<file path="config.mk">
export PLATFORM = sky130hd
export DESIGN_NAME = dmem_responder
export DESIGN_NICKNAME = d
export VERILOG_FILES = /design/src/rtl/dmem_responder.sv
export SDC_FILE = /design/constraint.sdc
export NUM_CORES = 2
export LEC_CHECK = 0
export ABC_AREA = 1
export CAP_MARGIN = 20
export CORE_MARGIN = 2
export CORE_UTILIZATION = 45
export DETAILED_ROUTE_END_ITERATION = 6
export PLACE_DENSITY = 0.62
export SKIP_LAST_GASP = 1
export SLEW_MARGIN = 5
export SYNTH_ARGS = -nofsm -noshare
export SYNTH_HDL_FRONTEND = slang
export SYNTH_SLANG_ARGS = --single-unit
</file>
<file path="constraint.sdc">
create_clock -name clock -period 10.8 [get_ports clock]
set_clock_uncertainty 0.2 [all_clocks]
set_input_delay 1.08 -clock clock [delete_from_list [all_inputs] [get_ports clock]]
set_output_delay 1.08 -clock clock [all_outputs]
set_load 0.05 [all_outputs]
</file>
<file path="src/rtl/dmem_responder.sv">
// dmem_responder: data-memory responder at the far end of the CPU's data bus.
//
// After reset the array is zeroed one word per cycle (busy high), then CPU
// loads and stores are served from a DEPTH x DATA_W array. A valid/ready
// preload port can write memory while the CPU is stalled (enable low). Store
// and load counters saturate at all-ones.
//
// Ports:
//   clock, reset          rising-edge clock, synchronous active-high reset
//   enable                CPU running; CPU bus sampled only when high
//   d_addr, d_dataout     CPU address / store data
//   d_we                  1 = store, 0 = load
//   d_datain              load data, RD_LAT edges after the address is sampled
//   ld_valid/ld_ready     preload handshake, ld_addr/ld_data payload
//   busy                  high while the post-reset clear is running
//   wr_count, rd_count    saturating store / load counters
//
// RD_LAT must be 1 or 2.
module dmem_responder #(
  parameter int ADDR_W = 8,
  parameter int DATA_W = 16,
  parameter int DEPTH  = 256,
  parameter int RD_LAT = 1
) (
  input  logic              clock,
  input  logic              reset,
  input  logic              enable,
  input  logic [ADDR_W-1:0] d_addr,
  input  logic [DATA_W-1:0] d_dataout,
  input  logic              d_we,
  output logic [DATA_W-1:0] d_datain,
  input  logic              ld_valid,
  output logic              ld_ready,
  input  logic [ADDR_W-1:0] ld_addr,
  input  logic [DATA_W-1:0] ld_data,
  output logic              busy,
  output logic [15:0]       wr_count,
  output logic [15:0]       rd_count
);

  typedef enum logic {CLEAR, READY} state_t;

  localparam logic [ADDR_W-1:0] LAST_ADDR = ADDR_W'(DEPTH - 1);

  state_t              state_q, state_d;
  logic [ADDR_W-1:0]   clr_ptr;
  logic [DATA_W-1:0]   mem [DEPTH];
  logic [DATA_W-1:0]   d_q;

  logic                st_fire, rd_fire, ld_fire;
  logic                mem_we;
  logic [ADDR_W-1:0]   mem_waddr;
  logic [DATA_W-1:0]   mem_wdata;

  // ---------------------------------------------------------------- FSM
  always_ff @(posedge clock) begin
    if (reset) state_q <= CLEAR;
    else       state_q <= state_d;
  end

  always_comb begin
    state_d = state_q;
    case (state_q)
      CLEAR:   if (clr_ptr == LAST_ADDR) state_d = READY;
      READY:   state_d = READY;
      default: state_d = CLEAR;
    endcase
  end

  // clr_ptr wraps back to 0 after the last word since DEPTH == 2**ADDR_W.
  always_ff @(posedge clock) begin
    if (reset)                clr_ptr <= '0;
    else if (state_q == CLEAR) clr_ptr <= clr_ptr + 1'b1;
  end

  assign busy     = (state_q == CLEAR);
  assign ld_ready = (state_q == READY) && !enable;

  assign st_fire = (state_q == READY) && enable && d_we;
  assign rd_fire = (state_q == READY) && enable && !d_we;
  // ld_ready already excludes enable, so CPU stores and preloads never collide.
  assign ld_fire = ld_valid && ld_ready;

  // ---------------------------------------------------------------- write port
  // Single write port shared by the clear pass, CPU stores and preloads.
  always_comb begin
    mem_we    = 1'b0;
    mem_waddr = clr_ptr;
    mem_wdata = '0;
    if (!reset) begin
      if (busy) begin
        mem_we = 1'b1;
      end else if (st_fire) begin
        mem_we    = 1'b1;
        mem_waddr = d_addr;
        mem_wdata = d_dataout;
      end else if (ld_fire) begin
        mem_we    = 1'b1;
        mem_waddr = ld_addr;
        mem_wdata = ld_data;
      end
    end
  end

  // No reset on the array: contents come only from the clear pass.
  always_ff @(posedge clock) begin
    if (mem_we) mem[mem_waddr] <= mem_wdata;
  end

  // ---------------------------------------------------------------- read path
  // A load sampled one edge after a store to the same address reads the array
  // after that store has landed, so it sees the new data.
  if (RD_LAT == 1) begin : g_lat1
    always_ff @(posedge clock) begin
      if (reset)        d_q <= '0;
      else if (rd_fire) d_q <= mem[d_addr];
    end
  end else begin : g_lat2
    logic [DATA_W-1:0] rd_s1;
    logic              vld_pipe;

    // Stage 2 only advances behind a real load, so d_datain holds while stalled.
    always_ff @(posedge clock) begin
      if (reset) begin
        rd_s1    <= '0;
        vld_pipe <= 1'b0;
        d_q      <= '0;
      end else begin
        vld_pipe <= rd_fire;
        if (rd_fire)  rd_s1 <= mem[d_addr];
        if (vld_pipe) d_q   <= rd_s1;
      end
    end
  end

  assign d_datain = d_q;

  // ---------------------------------------------------------------- counters
  always_ff @(posedge clock) begin
    if (reset) begin
      wr_count <= '0;
      rd_count <= '0;
    end else begin
      if (st_fire && wr_count != 16'hFFFF) wr_count <= wr_count + 16'd1;
      if (rd_fire && rd_count != 16'hFFFF) rd_count <= rd_count + 16'd1;
    end
  end

endmodule

</file>
==> run_results.csv <==
group,metric,value,unit
yosys,synth_top_area_share,73.8,%
setup_path,cp-start-kind,"primary input",
drt,vias,111000,
yosys,ys_async_sr_fraction,0,%
cells_and_area,area_growth,12.4,%
setup_path,crit_fanout,176,
grt,grt_use_met2,40.2,%
yosys,netlist_top_cells_area,"edfxtp_1, nand3_1, nand2_1",
clock_network,insertion_delay,0.96,ns
yosys,synth-seq-cells,4153,
yosys,yosys.area_share.adder,0.0225,%
cells_and_area,instances_no_fill,19300,
clock_network,cts.sinks,4153,
setup_path,cp_data_arrival_time,6.32,ns
outcome,violations,"max-slew violations",
floorplan,initial_core_util,45.2,%
sta,layout_min_cycle_time,5.62,ns
clock_network,cts_resized,0,
flow_run,drv_cap,0,
grt,met3_usage,3.71,%
grt,top_usage_layer,"met2",
yosys,netlist_area,0.167,sq mm
drt,wirelength,492,mm
yosys,synth_compound_area_share,0.322,%
sta,tightestPinTransition,1.81,ns
cells_and_area,regArea,0.124,sq mm
yosys,yosysSeqAreaShare,74.5,%
sta,tns,0,ns
grt,grt_pass1_vias,103000,
setup_path,required,11.50,ns
clock_network,cts_tree,"yes",
drt,wl_per_cell,25.5,um
grt,grt_pass1_wl,717,mm
yosys,yosys.area_share.simple,22.8,%
placed_design,hpwl,267,mm
clock_network,cts_made_buffers,416,
power_and_ir_drop,vdd_drop_max,0.143,mV
drt,drtPass1Iterations,6,
floorplan,row_count,223,
floorplan,die_height,613,um
power_and_ir_drop,p_leak,68.2,nW
cells_and_area,multi_input_area,0.0387,sq mm
drt,drtIter0Drc,15700,
sta,rsz0062_at_grt,"false",
power_and_ir_drop,power-per-cell-area,176,mW/mm^2
clock_network,post-cts-setup-buffers,0,
setup_path,path_class,"primary input to flip-flop",
clock_network,clk_pin_slew,0.06,ns
yosys,ys.flop_type,"edfxtp_1",
yosys,syn-instance-count,14000,
yosys,synth-edff-count,4096,
placed_design,io_buffer_count,102,
clock_network,htreeDepth,5,
drt,drt_drc_violations_left,0,
yosys,yosys_warnings,0,
yosys,synth_commonest_cells,"nand2_1, edfxtp_1, nand3_1, clkbuf_1, nor2_1",
drt,viasPerCell,5.75,
yosys,yosysMostFrequentCell,"nand2_1",
yosys,netlist.top_cell.by_area,"edfxtp_1",
clock_network,cts_buffer_depth,4,
sta,fmax,178,MHz
placed_design,placed_cells,18500,
grt,grt_max_degree,217,
cells_and_area,drive_gt1_share,7.41,%
yosys,syn_area_per_cell,11.9,sq um
sta,max_slew_margin,-20.7,%
clock_network,ctsHoldBuffers,0,
sta,setup_viol,0,
grt,met1_usage,36.3,%
power_and_ir_drop,power,0.0330,W
clock_network,cts_root_buf,"clkbuf_16",
sta,drv_slew,101,
setup_path,reg2reg_setup_slack,5.68,ns
grt,gr-total-overflow,0,
sta,hold_viol,0,
yosys,synth_top_family_by_area,"simple AND/OR/NAND/NOR gates",
yosys,yosysUniqueCellTypes,34,
floorplan,ioPinCount,103,
cells_and_area,nets,14000,
grt,antenna_found_initial,15,
yosys,post_synth_mux_area_share,0,%
outcome,status,"finished with violations",
floorplan,die_w,613,um
placed_design,gp_congestion,0.873,
floorplan,die-area,0.375,sq mm
sta,period_share,52.1,%
grt,gr-usage-all-layers,25.7,%
drt,detail-route-antenna-nets,0,
yosys,synth_xor_area_share,0.00526,%
setup_path,endpoint_kind,"flip-flop",
yosys,syn_nets,14000,
hold_path,hp-class,"primary input to flip-flop",
floorplan,coreArea,0.369,sq mm
cells_and_area,nFillCells,31500,
[metal layers]
layer / wire length (um) / up-vias / share of wire [%]
met5: 35 / - / 0.0071
met4: 21700 / 6 / 4.4
met3: 45600 / 922 / 9.3
met2: 228000 / 5657 / 46
met1: 197000 / 54400 / 40
li1: - / 49900 / -
[state kept, by name (all words and copies together) (netlist names)]
signal / count
rd_count: 16
state_q: 1
mem: 4096
d_datain: 16
clr_ptr: 8
wr_count: 16
[worst max-delay path, stage by stage]
cell and delay (ns):
buf_16 0.21, inv_8 0.46, buf_12 0.50, buf_12 0.65, buf_12 0.64, nand2_1 0.11
nand3_1 0.10, nand3_1 0.13, nand3_1 0.15, nand3_1 0.23, nand3_1 0.23, nand3_1 0.33
nand2_1 0.36, nand2_1 0.27, nand3_1 0.16, nand2_1 0.06, inv_1 0.04
[final timing paths]
check               startpoint  cells after the start      endpoint
setup / recovery     d_addr[0]                     17  d_datain[10]
setup reg to reg       state_q                     11   mem[13][11]
hold / removal           reset                      2  rd_count[15]
hold reg to reg   rd_count[14]                      1  rd_count[14]
[area by class of cell]
cell class                 count  area share, %
sequential                  4153           66.3
multi-input combinational   8808           20.7
clock buffer                 537           5.93
tap                         4950           3.31
timing repair buffer         531           2.55
clock inverter               219           1.02
inverter                      82          0.184
antenna                       14         0.0187
[power breakdown]
group / switching (W) / internal, W
logic: 0.00117 / 0.000370
registers: 0.00000367 / 0.0174
clock network: 0.00608 / 0.00793
[kinds of logic (layout without fill, tap and decap cells)]
logic type                 Yosys count  in the layout
xor gates and xnor gates             1              1
AOI/OAI and AO/OA                   92             92
buffers and inverters             1032           1369
other                                0             14
adders and majority gates            3              3
and+or+nand+nor                   8712           8712
DFF                               4153           4153
[layout by cell type, fill, tap and decap left out, types with 35 or more instances in the layout]
cell type / instances
edfxtp_1: 4096
nor2_1: 318
inv_1: 69
clkinv_1: 92
clkdlybuf4s50_1: 94
clkinv_2: 70
clkbuf_16: 425
buf_4: 392
nand3_1: 4061
nand2_1: 4248
dfxtp_1: 57
o21ai_0: 37
clkbuf_1: 107
buf_12: 35
[per-stage QoR]
step | setup slack, ns | instance area, sq um | hold WS, ns | utilization (%)
after global placement | 4.42 | 174000 | 0.265 | 47.2
after CTS | 5.52 | 187000 | 0.153 | 50.7
after floorplan | 0.685 | 167000 | 0.259 | -
final | 5.18 | 187000 | 0.212 | 50.8
after global routing | 5.13 | 187000 | 0.203 | 50.7
after detailed placement | 4.50 | 174000 | 0.264 | 47.2
No activity file was read; power rests on OpenSTA's default activity.
